### src/rtl/aux_native_req_tx_if.sv
// Bundle of de-mux request inputs, PHY handshake and status outputs
// for the native AUX request transmitter.
interface aux_native_req_tx_if;
    logic [1:0]  de_mux_native_cmd;
    logic [7:0]  de_mux_native_data;
    logic [19:0] de_mux_native_address;
    logic [7:0]  de_mux_native_len;
    logic        de_mux_native_tr_vld;
    logic        phy_tx_ready;
    logic [7:0]  native_tx_byte;
    logic        native_tx_vld;
    logic        native_tx_last;
    logic        native_busy;
    logic        native_err;

    // Environment side: de-mux drives the request, PHY drives ready.
    modport master (
        output de_mux_native_cmd, de_mux_native_data, de_mux_native_address,
               de_mux_native_len, de_mux_native_tr_vld, phy_tx_ready,
        input  native_tx_byte, native_tx_vld, native_tx_last,
               native_busy, native_err
    );

    // Transmitter side.
    modport slave (
        input  de_mux_native_cmd, de_mux_native_data, de_mux_native_address,
               de_mux_native_len, de_mux_native_tr_vld, phy_tx_ready,
        output native_tx_byte, native_tx_vld, native_tx_last,
               native_busy, native_err
    );
endinterface

### src/rtl/aux_native_req_tx.sv
// Native AUX request transmitter: latches a native request, buffers up to
// 16 write bytes and streams header + payload to the PHY encoder.
module aux_native_req_tx (
    input  logic              clk,
    input  logic              rst,
    aux_native_req_tx_if.slave bus
);
    typedef enum logic [2:0] {
        IDLE, COLLECT, HDR0, HDR1, HDR2, HDR3, DATA, FLUSH
    } state_t;

    state_t      state, state_next;

    // Holding registers for the request being sent.
    logic        rd_q;
    logic [19:0] addr_q;
    logic [7:0]  len_q;

    // Payload FIFO.
    logic [7:0]  mem [0:15];
    logic [3:0]  wr_ptr, rd_ptr;
    logic [4:0]  count;

    logic        err_q;
    logic        vld_prev;
    logic        hdr_entry;

    logic        latch, push, pop, clr, err_set, fire;
    logic [7:0]  tx_byte;
    logic        tx_vld, tx_last;
    logic        in_tx;

    // State register.
    always_ff @(posedge clk) begin
        if (rst) state <= IDLE;
        else     state <= state_next;
    end

    // Next-state and datapath control decode.
    always_comb begin
        state_next = state;
        latch      = 1'b0;
        push       = 1'b0;
        pop        = 1'b0;
        clr        = 1'b0;
        err_set    = 1'b0;
        fire       = tx_vld && bus.phy_tx_ready;
        in_tx      = (state == HDR0) || (state == HDR1) || (state == HDR2) ||
                     (state == HDR3) || (state == DATA);
        case (state)
            IDLE: begin
                if (bus.de_mux_native_tr_vld) begin
                    latch = 1'b1;
                    if (bus.de_mux_native_cmd[1] || (bus.de_mux_native_len > 8'd15)) begin
                        err_set    = 1'b1;
                        state_next = FLUSH;
                    end else if (bus.de_mux_native_cmd[0]) begin
                        state_next = HDR0;
                    end else begin
                        push       = 1'b1;
                        state_next = (bus.de_mux_native_len == 8'd0) ? HDR0 : COLLECT;
                    end
                end
            end
            COLLECT: begin
                if (bus.de_mux_native_tr_vld) begin
                    push = 1'b1;
                    // count already holds the bytes pushed so far; this push is byte count+1
                    if (count == len_q[4:0]) state_next = HDR0;
                end else begin
                    // burst ended short: drop the partial payload
                    clr        = 1'b1;
                    err_set    = 1'b1;
                    state_next = IDLE;
                end
            end
            HDR0: if (fire) state_next = HDR1;
            HDR1: if (fire) state_next = HDR2;
            HDR2: if (fire) state_next = HDR3;
            HDR3: if (fire) state_next = rd_q ? IDLE : DATA;
            DATA: begin
                if (fire) begin
                    pop = 1'b1;
                    if (count == 5'd1) state_next = IDLE;
                end
            end
            FLUSH: if (!bus.de_mux_native_tr_vld) state_next = IDLE;
            default: state_next = IDLE;
        endcase
        // New burst while sending, or a burst that runs past its length.
        if (in_tx && bus.de_mux_native_tr_vld && (!vld_prev || hdr_entry))
            err_set = 1'b1;
    end

    // Output decode, purely from registered state.
    always_comb begin
        tx_byte = 8'h00;
        tx_vld  = 1'b0;
        tx_last = 1'b0;
        case (state)
            HDR0: begin tx_vld = 1'b1; tx_byte = {3'b100, rd_q, addr_q[19:16]}; end
            HDR1: begin tx_vld = 1'b1; tx_byte = addr_q[15:8]; end
            HDR2: begin tx_vld = 1'b1; tx_byte = addr_q[7:0]; end
            HDR3: begin tx_vld = 1'b1; tx_byte = len_q; tx_last = rd_q; end
            DATA: begin tx_vld = 1'b1; tx_byte = mem[rd_ptr]; tx_last = (count == 5'd1); end
            default: ;
        endcase
    end

    // Holding registers, FIFO pointers and error pulse.
    always_ff @(posedge clk) begin
        if (rst) begin
            rd_q      <= 1'b0;
            addr_q    <= '0;
            len_q     <= '0;
            wr_ptr    <= '0;
            rd_ptr    <= '0;
            count     <= '0;
            err_q     <= 1'b0;
            vld_prev  <= 1'b0;
            hdr_entry <= 1'b0;
        end else begin
            err_q     <= err_set;
            vld_prev  <= bus.de_mux_native_tr_vld;
            hdr_entry <= (state_next == HDR0) && (state != HDR0);
            if (latch) begin
                rd_q   <= bus.de_mux_native_cmd[0];
                addr_q <= bus.de_mux_native_address;
                len_q  <= bus.de_mux_native_len;
            end
            if (clr) begin
                wr_ptr <= '0;
                rd_ptr <= '0;
                count  <= '0;
            end else begin
                if (push) wr_ptr <= wr_ptr + 4'd1;
                if (pop)  rd_ptr <= rd_ptr + 4'd1;
                case ({push, pop})
                    2'b10:   count <= count + 5'd1;
                    2'b01:   count <= count - 5'd1;
                    default: count <= count;
                endcase
            end
        end
    end

    // Payload storage; emptiness is tracked by the pointers, so no reset.
    always_ff @(posedge clk) begin
        if (push) mem[wr_ptr] <= bus.de_mux_native_data;
    end

    assign bus.native_tx_byte = tx_byte;
    assign bus.native_tx_vld  = tx_vld;
    assign bus.native_tx_last = tx_last;
    assign bus.native_busy    = (state != IDLE);
    assign bus.native_err     = err_q;
endmodule

### src/flat_wrapper.sv
// flat-port wrapper written by rule: the top's interface ports become plain ports
module aux_native_req_tx_flat 
  (clk, rst, bus_de_mux_native_cmd, bus_de_mux_native_data, bus_de_mux_native_address, bus_de_mux_native_len, bus_de_mux_native_tr_vld, bus_phy_tx_ready, bus_native_tx_byte, bus_native_tx_vld, bus_native_tx_last, bus_native_busy, bus_native_err);
  aux_native_req_tx_if bus_i ();
  input  logic clk;
  input  logic rst;
  input wire logic [$bits(bus_i.de_mux_native_cmd)-1:0] bus_de_mux_native_cmd;
  input wire logic [$bits(bus_i.de_mux_native_data)-1:0] bus_de_mux_native_data;
  input wire logic [$bits(bus_i.de_mux_native_address)-1:0] bus_de_mux_native_address;
  input wire logic [$bits(bus_i.de_mux_native_len)-1:0] bus_de_mux_native_len;
  input wire logic [$bits(bus_i.de_mux_native_tr_vld)-1:0] bus_de_mux_native_tr_vld;
  input wire logic [$bits(bus_i.phy_tx_ready)-1:0] bus_phy_tx_ready;
  output wire logic [$bits(bus_i.native_tx_byte)-1:0] bus_native_tx_byte;
  output wire logic [$bits(bus_i.native_tx_vld)-1:0] bus_native_tx_vld;
  output wire logic [$bits(bus_i.native_tx_last)-1:0] bus_native_tx_last;
  output wire logic [$bits(bus_i.native_busy)-1:0] bus_native_busy;
  output wire logic [$bits(bus_i.native_err)-1:0] bus_native_err;
  assign bus_i.de_mux_native_cmd = bus_de_mux_native_cmd;
  assign bus_i.de_mux_native_data = bus_de_mux_native_data;
  assign bus_i.de_mux_native_address = bus_de_mux_native_address;
  assign bus_i.de_mux_native_len = bus_de_mux_native_len;
  assign bus_i.de_mux_native_tr_vld = bus_de_mux_native_tr_vld;
  assign bus_i.phy_tx_ready = bus_phy_tx_ready;
  assign bus_native_tx_byte = bus_i.native_tx_byte;
  assign bus_native_tx_vld = bus_i.native_tx_vld;
  assign bus_native_tx_last = bus_i.native_tx_last;
  assign bus_native_busy = bus_i.native_busy;
  assign bus_native_err = bus_i.native_err;
  aux_native_req_tx u_core (.clk(clk), .rst(rst), .bus(bus_i));
endmodule
### config.mk
export PLATFORM = sky130hd
export DESIGN_NAME = aux_native_req_tx_flat
export DESIGN_NICKNAME = d
export VERILOG_FILES = /design/src/rtl/aux_native_req_tx_if.sv /design/src/rtl/aux_native_req_tx.sv /design/src/flat_wrapper.sv
export SDC_FILE = /design/constraint.sdc
export NUM_CORES = 1
export LEC_CHECK = 0
export CAP_MARGIN = 20
export CELL_PAD_IN_SITES_DETAIL_PLACEMENT = 1
export CELL_PAD_IN_SITES_GLOBAL_PLACEMENT = 2
export CORE_ASPECT_RATIO = 1.4
export CORE_MARGIN = 2
export CORE_UTILIZATION = 42
export CTS_CLUSTER_DIAMETER = 40
export DETAILED_ROUTE_END_ITERATION = 8
export GPL_ROUTABILITY_DRIVEN = 0
export GPL_TIMING_DRIVEN = 0
export PLACE_DENSITY = 0.88
export SYNTH_ARGS = -nofsm -noshare
export SYNTH_HDL_FRONTEND = slang
export SYNTH_SLANG_ARGS = --single-unit
### constraint.sdc
create_clock -name clk -period 3.6 [get_ports clk]
set_input_delay 0.9 -clock clk [delete_from_list [all_inputs] [get_ports clk]]
set_output_delay 0.9 -clock clk [all_outputs]
set_load 0.02 [all_outputs]
# [Word-level counts from Yosys, hierarchy flattened]
# Memories as Yosys holds them, arrays and structs flattened. A register that Yosys moved wholly into a read port is not among the register bits.
# Index checks and enable logic that the tools add are counted.
[totals] out_inout_bits=12 reg_bits=48 latch_bits=0 ram_bits=128 rom_bits=0 n_memories=1
[memory_table] name="u_core.mem" words=16 width=8 read_ports=1 rd_ports_with_merged_regs=1 write_ports=1 line_no="aux_native_req_tx.sv:20" rtl="logic [7:0] mem [0:15];"
[op_classes] n_mux=37 eq_ne=13 div=0 n_shift=0 bitwise_logic=0 n_lt_le_gt_ge=1 n_reduce_logical=17 addsub=4 multipliers=0
[ops] cell="8-bit case mux with 5 select lines" n=1
[ops] cell="3-bit 2-to-1 mux" n=13
[ops] cell="3-bit case mux with 8 select lines" n=1
[ops] cell="1-bit 2-to-1 mux" n=15
[ops] cell="3-bit == test (second input constant)" n=4
[ops] cell="5-bit case mux with 2 select lines" n=1
[ops] cell="3-bit by 2-bit == test with 1-bit output (second input constant)" n=3
[ops] cell="4-bit by 1-bit adder with 4-bit output (second input constant)" n=2
[ops] cell="8-bit by 4-bit > comparator with 1-bit output (second input constant)" n=1
[ops] cell="8-bit zero test" n=1
[ops] cell="4-bit 2-to-1 mux" n=2
[ops] cell="1-bit logical OR" n=6
[ops] cell="1-bit case mux with 2 select lines" n=3
[ops] cell="5-bit by 1-bit adder with 5-bit output (second input constant)" n=1
[ops] cell="5-bit by 1-bit == test with 1-bit output (second input constant)" n=1
[ops] cell="5-bit == test" n=1
[ops] cell="5-bit OR reduction" n=1
[ops] cell="5-bit by 1-bit subtractor with 5-bit output (second input constant)" n=1
[ops] cell="1-bit logical AND" n=4
[ops] cell="3-bit by 1-bit == test with 1-bit output (second input constant)" n=1
[ops] cell="3-bit zero test" n=1
[ops] cell="3-bit by 2-bit != test with 1-bit output (second input constant)" n=1
[ops] cell="3-bit nonzero test" n=1
[ops] cell="2-bit by 1-bit == test with 1-bit output (second input constant)" n=1
[ops] cell="other kinds (5)" n=5

# [Logic depth before layout (Yosys ltp)]
# Gate-level depths: netlist of the first run.
[depth] ltp_word=8 mapped_depth=9 depth_no_buf=8

# [Worst setup path after synthesis of the first run]
# Ideal clock, no wire load.
[synth_path] path_kind="in2reg" from="input port bus_de_mux_native_len[4]" to="memory u_core.mem[0][0] (enable)" t_arrival_ns=2.666 cell_stages=4 setup_ns=0.383 setup_slack_ns=0.551 path_cell_list="or4_1 > nor4_4 > o21ai_1 > nor3_1"
[synth_between] elab_chain_len=7
[synth_lines] item="start, declared" line_no="flat_wrapper.sv:10" rtl="input wire logic [$bits(bus_i.de_mux_native_len)-1:0] bus_de_mux_native_len;"
[synth_lines] item="8-bit by 4-bit > comparator with 1-bit output" line_no="aux_native_req_tx.sv:54" rtl="if (bus.de_mux_native_cmd[1] || (bus.de_mux_native_len > 8'd15)) begin"
[synth_lines] item="1-bit logical OR" line_no="aux_native_req_tx.sv:54"
[synth_lines] item="1-bit 2-to-1 mux" line_no="aux_native_req_tx.sv:54"
[synth_lines] item="1-bit 2-to-1 mux" line_no="aux_native_req_tx.sv:52" rtl="if (bus.de_mux_native_tr_vld) begin"
[synth_lines] item="1-bit case mux with 2 select lines" line_no="aux_native_req_tx.sv:50" rtl="case (state)"
[synth_lines] item="1-bit 2-to-1 mux" line_no="aux_native_req_tx.sv:149" rtl="if (push) mem[wr_ptr] <= bus.de_mux_native_data;"
[synth_lines] item="1-bit 2-to-1 mux (not written as such)" line_no="aux_native_req_tx.sv:149"
[synth_lines] item="end, declared" line_no="aux_native_req_tx.sv:20"
# Every way passes these cells.

# [Worst setup path in the final report of the first run]
[layout_path] from="input port bus_de_mux_native_tr_vld" to="memory u_core.mem[1][3] (enable)"
[layout_between] elab_chain_len=4 word_cells_on_any_way=5
[layout_lines] item="start, declared" line_no="flat_wrapper.sv:11" rtl="input wire logic [$bits(bus_i.de_mux_native_tr_vld)-1:0] bus_de_mux_native_tr_vld;"
[layout_lines] item="1-bit 2-to-1 mux (on tied branches)" line_no="aux_native_req_tx.sv:66, aux_native_req_tx.sv:52"
[layout_lines] item="1-bit case mux with 2 select lines *" line_no="aux_native_req_tx.sv:50"
[layout_lines] item="1-bit 2-to-1 mux *" line_no="aux_native_req_tx.sv:149"
[layout_lines] item="1-bit 2-to-1 mux (not written as such) *" line_no="aux_native_req_tx.sv:149"
# Every way passes the cells marked *; elsewhere a longest branch is shown, timed or not.

==> run summary, run 1 <==
Ports - 54
Top_reg_cell synth - edfxtp_1
Count of flip-flops with a built-in enable after synthesis - 128
Power Density - 614 nW/um2
Die Wd - 117 um
Fillers - 1790
CP peak stage delay - 0.53 ns
Worst-skew pair later-pin latency - 0.43 ns
Remaining global-route overflow - 0
Worst-case vdd ir drop - 0.000359 V
Initial drt markers - 368
Worst setup SP type - input pin
CTS Sinks - 180
Die area - 19100 um2
Seq/Total Area, Yosys - 64.6%
Post-Route WL - 19700 um
Final-report setup violation count - 0
# H-tree levels - 4
Status - finished clean
CP Data Required Time - 3.72 ns
Number of hold buffers added after CTS - 0
Mapped Cells - 542
Vias per cell - 5.62
CTS Buf Count - 17
Largest net degree at the start of global routing - 18
WP data arrival - 3.61 ns
Syn_area_per_cell - 14.0 um2
Hold/Removal Path Class - flip-flop to flip-flop
CP cell instances - clkdlybuf4s50_1, clkbuf_2, or4b_4, nor4_4, buf_4, o21ai_1, nor3_1, buf_2
Placed cell areas - 8410 um2
DRC viols - 0
Achievable Freq - 286 MHz
Setup crit end kind - flip-flop
Max_slew headroom - 34.1%
Initial Util - 42.5%
Vias in the first global route - 5143
Core ar. - 17800 um2
Drt pass-1 iters - 5
Global-route wire length before repair - 30600 um
Site row count - 58
Clock transition at path regs - 0.07 ns
Leakage - 2.98 nW
ANT nets after route - 0
# port buffers - 52
CTS Buffer Depth - 2
Syn Nets - 593
Slew Viols, Final - 0
Final #Nets - 668
Setup CP Type - input pin to flip-flop
Synth cell types - 56
Clk_skew - 0.00905 ns
Post-synthesis async set-or-reset flop share - 0%
Synthesized flop and latch total - 180
Min Tclk post-route - 3.49 ns
RSZ-0062 raised after global routing - no
Max Cap Viol - 0
DP HPWL - 13800 um
TNS Setup - 0 ns
Post-route design area - 9090 um2
Final hold vios - 0
All-Layer GR Usage - 21.5%
CP max FO - 10
Vias post-DR - 4875
Final period util - 97.0%
Diode count - 0
Worst-Margin Slew - 0.985 ns
YS warnings - 0
Antenna violations before repair - 0
Synthesized cell area - 7560 um2
Die Ht - 163 um
P&R area growth vs syn - 20.2%
Layout cells sized above 1 - 18.2%
Root Driver - clkbuf_16
Wire length per cell - 22.6 um
TritonCTS clock tree - done
Slowest-stage cell, CP - or4b_4
[final timing paths]
path,from,to,slack [ns],cells past startpoint
setup / recovery,bus_de_mux_native_tr_vld,u_core.mem[1][3]$_DFFE_PP_,0.11,8
hold / removal,u_core.addr_q[14]$_SDFFE_PP0P_,u_core.addr_q[14]$_SDFFE_PP0P_,0.46,2
setup reg to reg,u_core.state[1]$_SDFF_PP0_,u_core.mem[1][3]$_DFFE_PP_,0.72,7
hold reg to reg,u_core.addr_q[14]$_SDFFE_PP0P_,u_core.addr_q[14]$_SDFFE_PP0P_,0.46,2
[where the power goes]
part / internal, W / switching (W)
sequential: 0.00234 / 0.000112
clock: 0.00104 / 0.000835
combinational: 0.000488 / 0.000757
total: 0.00387 / 0.00170
[cells in the mapped netlist, types with 3 or more instances]
cell / number / area, um2
nand3_1: 3 / 15.0
mux2i_1: 14 / 140
or4_1: 3 / 22.5
mux4_2: 32 / 721
o21ai_1: 3 / 15.0
a22oi_1: 10 / 75.1
inv_1: 6 / 22.5
nand2_1: 68 / 255
nand2b_1: 11 / 68.8
edfxtp_1: 128 / 3840
nor2_1: 28 / 105
a31oi_1: 3 / 18.8
clkbuf_1: 28 / 105
a21oi_1: 36 / 180
nand4b_1: 4 / 35.0
o21a_1: 3 / 22.5
buf_2: 8 / 40.0
or3_1: 3 / 18.8
dfxtp_1: 52 / 1040
a21o_1: 7 / 52.6
xor2_1: 7 / 61.3
mux2_2: 5 / 56.3
a221oi_1: 6 / 52.6
nor2b_1: 5 / 31.3
nor3_1: 7 / 35.0
o21ai_0: 10 / 50.1
ha_1: 9 / 113
xnor2_1: 5 / 43.8
o211ai_1: 4 / 30.0
[layout make-up]
class                      instances  area (um2)  area share, %
buffer                            34         173           1.90
clock buffer                      17         425           4.68
clock inverter                    13         161           1.78
inverter                           6        22.5          0.248
multi-input combinational        318        2550           28.1
sequential                       180        4890           53.8
tap                              240         300           3.30
timing repair buffer              60         568           6.25
[sequential cells by signal (all words and copies together) (netlist names), named ones only]
| signal | count |
|---|---|
| u_core.mem | 128 |
| u_core.count | 5 |
| u_core.hdr_entry | 1 |
| u_core.vld_prev | 1 |
| u_core.bus.native_err | 1 |
| u_core.rd_ptr | 4 |
| u_core.len_q | 8 |
| u_core.state | 3 |
| u_core.addr_q | 20 |
| u_core.wr_ptr | 4 |
| u_core.rd_q | 1 |
[through the flow]
step                      util, %  cells  setup slack (ns)  total power [W]  hold WS, ns
after global placement       47.2    834            -0.748          0.00371        0.446
final                        51.1    868             0.108          0.00558        0.458
after global routing         51.1    868            0.0161          0.00580        0.491
after floorplan                 -    542             0.551          0.00324        0.431
after CTS                    51.0    866            0.0133          0.00560        0.464
after detailed placement     47.3    838            -0.498          0.00375        0.450
[what timing repair did]
action                                 in CTS  in global routing
setup endpoints to repair                  38                 63
pin swaps                                   1                  1
buffers inserted                            2                  2
resized for setup                          39                  4
endpoints found under the hold margin       0                  0
[cells by family after synthesis]
group / after synthesis / share of synthesized area [%]
mux: 52 / 12.3
simple gates: 150 / 9.96
xor+xnor: 12 / 1.39
fa+ha+maj: 9 / 1.49
flops: 180 / 64.6
buf+inv: 44 / 2.33
compound gates: 95 / 7.97
[worst max-delay path, delay by kind of cell]
family | cells | cell delay (ns)
AO/OA/AOI/OAI | 1 | 0.17
buffers and inverters | 4 | 1.25
AND/OR/NAND/NOR | 3 | 1.28
[placed cells by master (no fill, tap or decap), types with 6 or more instances in the layout]
| master | synthesis | routed |
|---|---|---|
| dlygate4sd2_1 | 0 | 8 |
| a21o_1 | 7 | 7 |
| dfxtp_1 | 52 | 49 |
| mux4_2 | 32 | 32 |
| inv_1 | 6 | 6 |
| nand2_1 | 68 | 68 |
| nand2b_1 | 11 | 11 |
| nor2_1 | 28 | 18 |
| buf_4 | 0 | 9 |
| mux2i_1 | 14 | 12 |
| xor2_1 | 7 | 7 |
| a21oi_1 | 36 | 36 |
| a22oi_1 | 10 | 10 |
| o21ai_0 | 10 | 10 |
| clkdlybuf4s50_1 | 0 | 43 |
| nor2_2 | 0 | 10 |
| ha_1 | 9 | 9 |
| a221oi_1 | 6 | 6 |
| clkbuf_16 | 0 | 17 |
| clkbuf_1 | 28 | 19 |
| edfxtp_1 | 128 | 128 |
[metal layers]
layer	share of wire (%)	wire length, um	GRT usage (%)
met1	40	7850	25.3
met2	55	10800	39.9
met3	3.6	704	3.92
met4	1.4	276	6.41
met5	0	0	0
(Power assumes the default switching activity.)
==> run 2: changes to the inputs <==
Settings changed: CORE_MARGIN 2 to unset, HOLD_SLACK_MARGIN set to 0.1.
==> run 2 against run 1 <==
Against the previous run: count of clock-buffer cells in the layout increased by 1; worst hold slack got worse by 0.0029 ns; non-clock buffer count decreased by 1; fmax increased by 0.54%; setup slack improved by 0.019 ns; clock power decreased by 8%; register-to-register slack improved by 0.05 ns; power decreased by 2.6%; routed wire length decreased by 2.3%; cell count decreased by 0.46%; critical endpoint is now bus_native_tx_last.
==> run summary, run 2 (same netlist as run 1, synthesis figures left out) <==
DP HPWL - 13500 um (-2.0%)
Post-layout util - 51.9% (+0.75 points)
Power Density - 599 nW/um2 (-2.4%)
Core ar. - 17500 um2 (-1.7%)
Routing usage on met2 - 39.5% (-0.40 points)
M3 GR Usage - 4.87% (+0.95 points)
Layout cells sized above 1 - 18.8% (+0.64 points)
Hold Crit Start - u_core.addr_q[12]$_SDFFE_PP0P_
Clock transition at path regs - 0.07 ns (about the same)
P&R area growth vs syn - 19.8%
Final #Nets - 667 (-0.15%)
Post-route design area - 9060 um2 (-0.28%)
Fillers - 1770 (-1.1%)
CTS Buf Count - 17 (unchanged)
Post-Route WL - 19200 um (-2.3%)
Final period util - 96.5% (-0.52 points)
Most Crowded Layer GR - met2
# H-tree levels - 4 (unchanged)
Number of hold buffers added after CTS - 0 (unchanged)
CP max FO - 7 (-3)
Largest regs - u_core.mem x128, u_core.addr_q x20, u_core.len_q x8
DP Cell Count - 834 (-0.48%)
Root Driver - clkbuf_16
Wire length per cell - 22.2 um (-1.8%)
Setup CP Type - flip-flop to output pin
Drt pass-1 iters - 7 (+2)
ANT nets after route - 0 (unchanged)
Min Tclk post-route - 3.47 ns (-0.0187 ns)
Initial drt markers - 266 (-28%)
Hold/Removal Path Class - flip-flop to flip-flop
Worst reg2reg path startpoint - u_core.state[1]$_SDFF_PP0_
Max_slew headroom - 46.6% (+12 points)
Vias in the first global route - 5158 (+0.29%)
Global-route wire length before repair - 29600 um (-3.1%)
Die Ht - 161 um (-1.2%)
WP data arrival - 2.57 ns (-1.04 ns)
CTS Sinks - 180 (unchanged)
R2R Path End - u_core.mem[9][4]$_DFFE_PP_
Largest net degree at the start of global routing - 18 (unchanged)
Reg with most FFs - u_core.mem
# port buffers - 52 (unchanged)
Worst-Margin Slew - 0.790 ns (-0.194 ns)
Die Wd - 115 um (-1.7%)
Remaining global-route overflow - 0 (unchanged)
Leakage - 2.96 nW (-0.82%)
Vias per cell - 5.59 (-0.53%)
Slew Viols, Final - 0 (unchanged)
Worst-case vdd ir drop - 0.000438 V (+22%)
Hold Path Depth - 2 (unchanged)
DRC viols - 0 (unchanged)
Design Power - 0.00543 W (-2.6%)
Fin cells - 864 (-0.46%)
Die area - 18600 um2 (-2.9%)
CP Data Required Time - 2.70 ns (-1.02 ns)
Worst-skew pair later-pin latency - 0.43 ns (about the same)
Final-report setup violation count - 0 (unchanged)
Site row count - 57 (-1.7%)
Commonest non-fill, non-tap cell in the layout - edfxtp_1
Diode count - 0 (unchanged)
CTS Buffer Depth - 2 (unchanged)
Most frequent cells in the layout - edfxtp_1 (128), nand2_1 (68), dfxtp_1 (49)
Initial Util - 43.3% (+0.75 points)
Setup crit end kind - output pin
Vias post-DR - 4827 (-0.98%)
WHS Endpoint - u_core.addr_q[12]$_SDFFE_PP0P_
Met1 Usage GRT - 25.8% (+0.43 points)
Clk_skew - 0.00590 ns (-0.00315 ns)
Max Cap Viol - 0 (unchanged)
FF-to-FF setup slack - 0.77 ns (+0.05 ns)
Achievable Freq - 288 MHz (+0.54%)
Antenna violations before repair - 0 (unchanged)
Status - finished clean
Placed cell areas - 8410 um2 (about the same)
Worst setup SP type - flip-flop
R2r worst-path depth - 5 (-2)
All-Layer GR Usage - 22.2% (+0.71 points)
Max FFs per register - 128 (unchanged)
TritonCTS clock tree - done
Ports - 54 (unchanged)
Final hold vios - 0 (unchanged)
==> run 2: per-stage QoR <==
stage	hold WS, ns	TNS, ns	worst slack (ns)
CTS	0.458	0	0.0103
floorplan	0.431	0	0.551
global placement	0.445	-52.25	-0.745
finish	0.455	0	0.126
global route	0.484	-0.0688	-0.0159
detailed placement	0.448	-45.18	-0.461
==> run 2: worst max-delay path: stages (launching register included) <==
cell,delay [ns]
dfxtp_1,0.49
ha_1,0.20
or4b_2,0.62
nor2_1,0.12
nand2_1,0.06
a21boi_0,0.27
dlygate4sd2_1,0.38
==> run 2: repair_timing <==
item,CTS,global route
resized for setup,33,17
hold endpoints to repair,0,0
buffers inserted,3,0
pin swaps,1,0
endpoints found under the setup margin,20,108
==> run 2: routing by layer <==
layer  part of all wire, %  vias to the layer above
met5                     0                        -
met4                   2.6                        0
met3                   4.9                       27
met2                    54                      158
met1                    39                     2441
li1                      -                     2201
==> run 2: layout make-up <==
| cell class | count | area, um2 | area share, % |
|---|---|---|---|
| well taps | 236 | 295 | 3.26 |
| flip-flops and latches | 180 | 4890 | 53.9 |
| clock inverters | 13 | 116 | 1.28 |
| repair buffers | 59 | 563 | 6.21 |
| plain buffers | 34 | 173 | 1.91 |
| clock buffers | 18 | 429 | 4.73 |
| multi-input cells | 318 | 2580 | 28.4 |
| inverters | 6 | 22.5 | 0.248 |
==> run 2: power by group <==
group          leakage, nW  internal, W  switching [W]  total, W
Combinational         1.12     0.000488       0.000752   0.00124
Clock                0.267     0.000905       0.000829   0.00173
Sequential            1.58      0.00234       0.000112   0.00245
==> run 2: how the worst max path moves through the flow <==
stage,startpoint,end,slack [ns],cells after the start
floorplan,bus_de_mux_native_len[4],u_core.mem[0][0]$_DFFE_PP_,0.55,4
global placement,bus_de_mux_native_tr_vld,u_core.mem[0][0]$_DFFE_PP_,-0.74,6
detailed placement,bus_de_mux_native_tr_vld,u_core.mem[1][0]$_DFFE_PP_,-0.46,7
CTS,bus_de_mux_native_tr_vld,u_core.mem[12][0]$_DFFE_PP_,0.01,6
global route,bus_de_mux_native_tr_vld,u_core.mem[0][6]$_DFFE_PP_,-0.02,7
finish,u_core.count[0]$_SDFFE_PP0P_,bus_native_tx_last,0.13,6
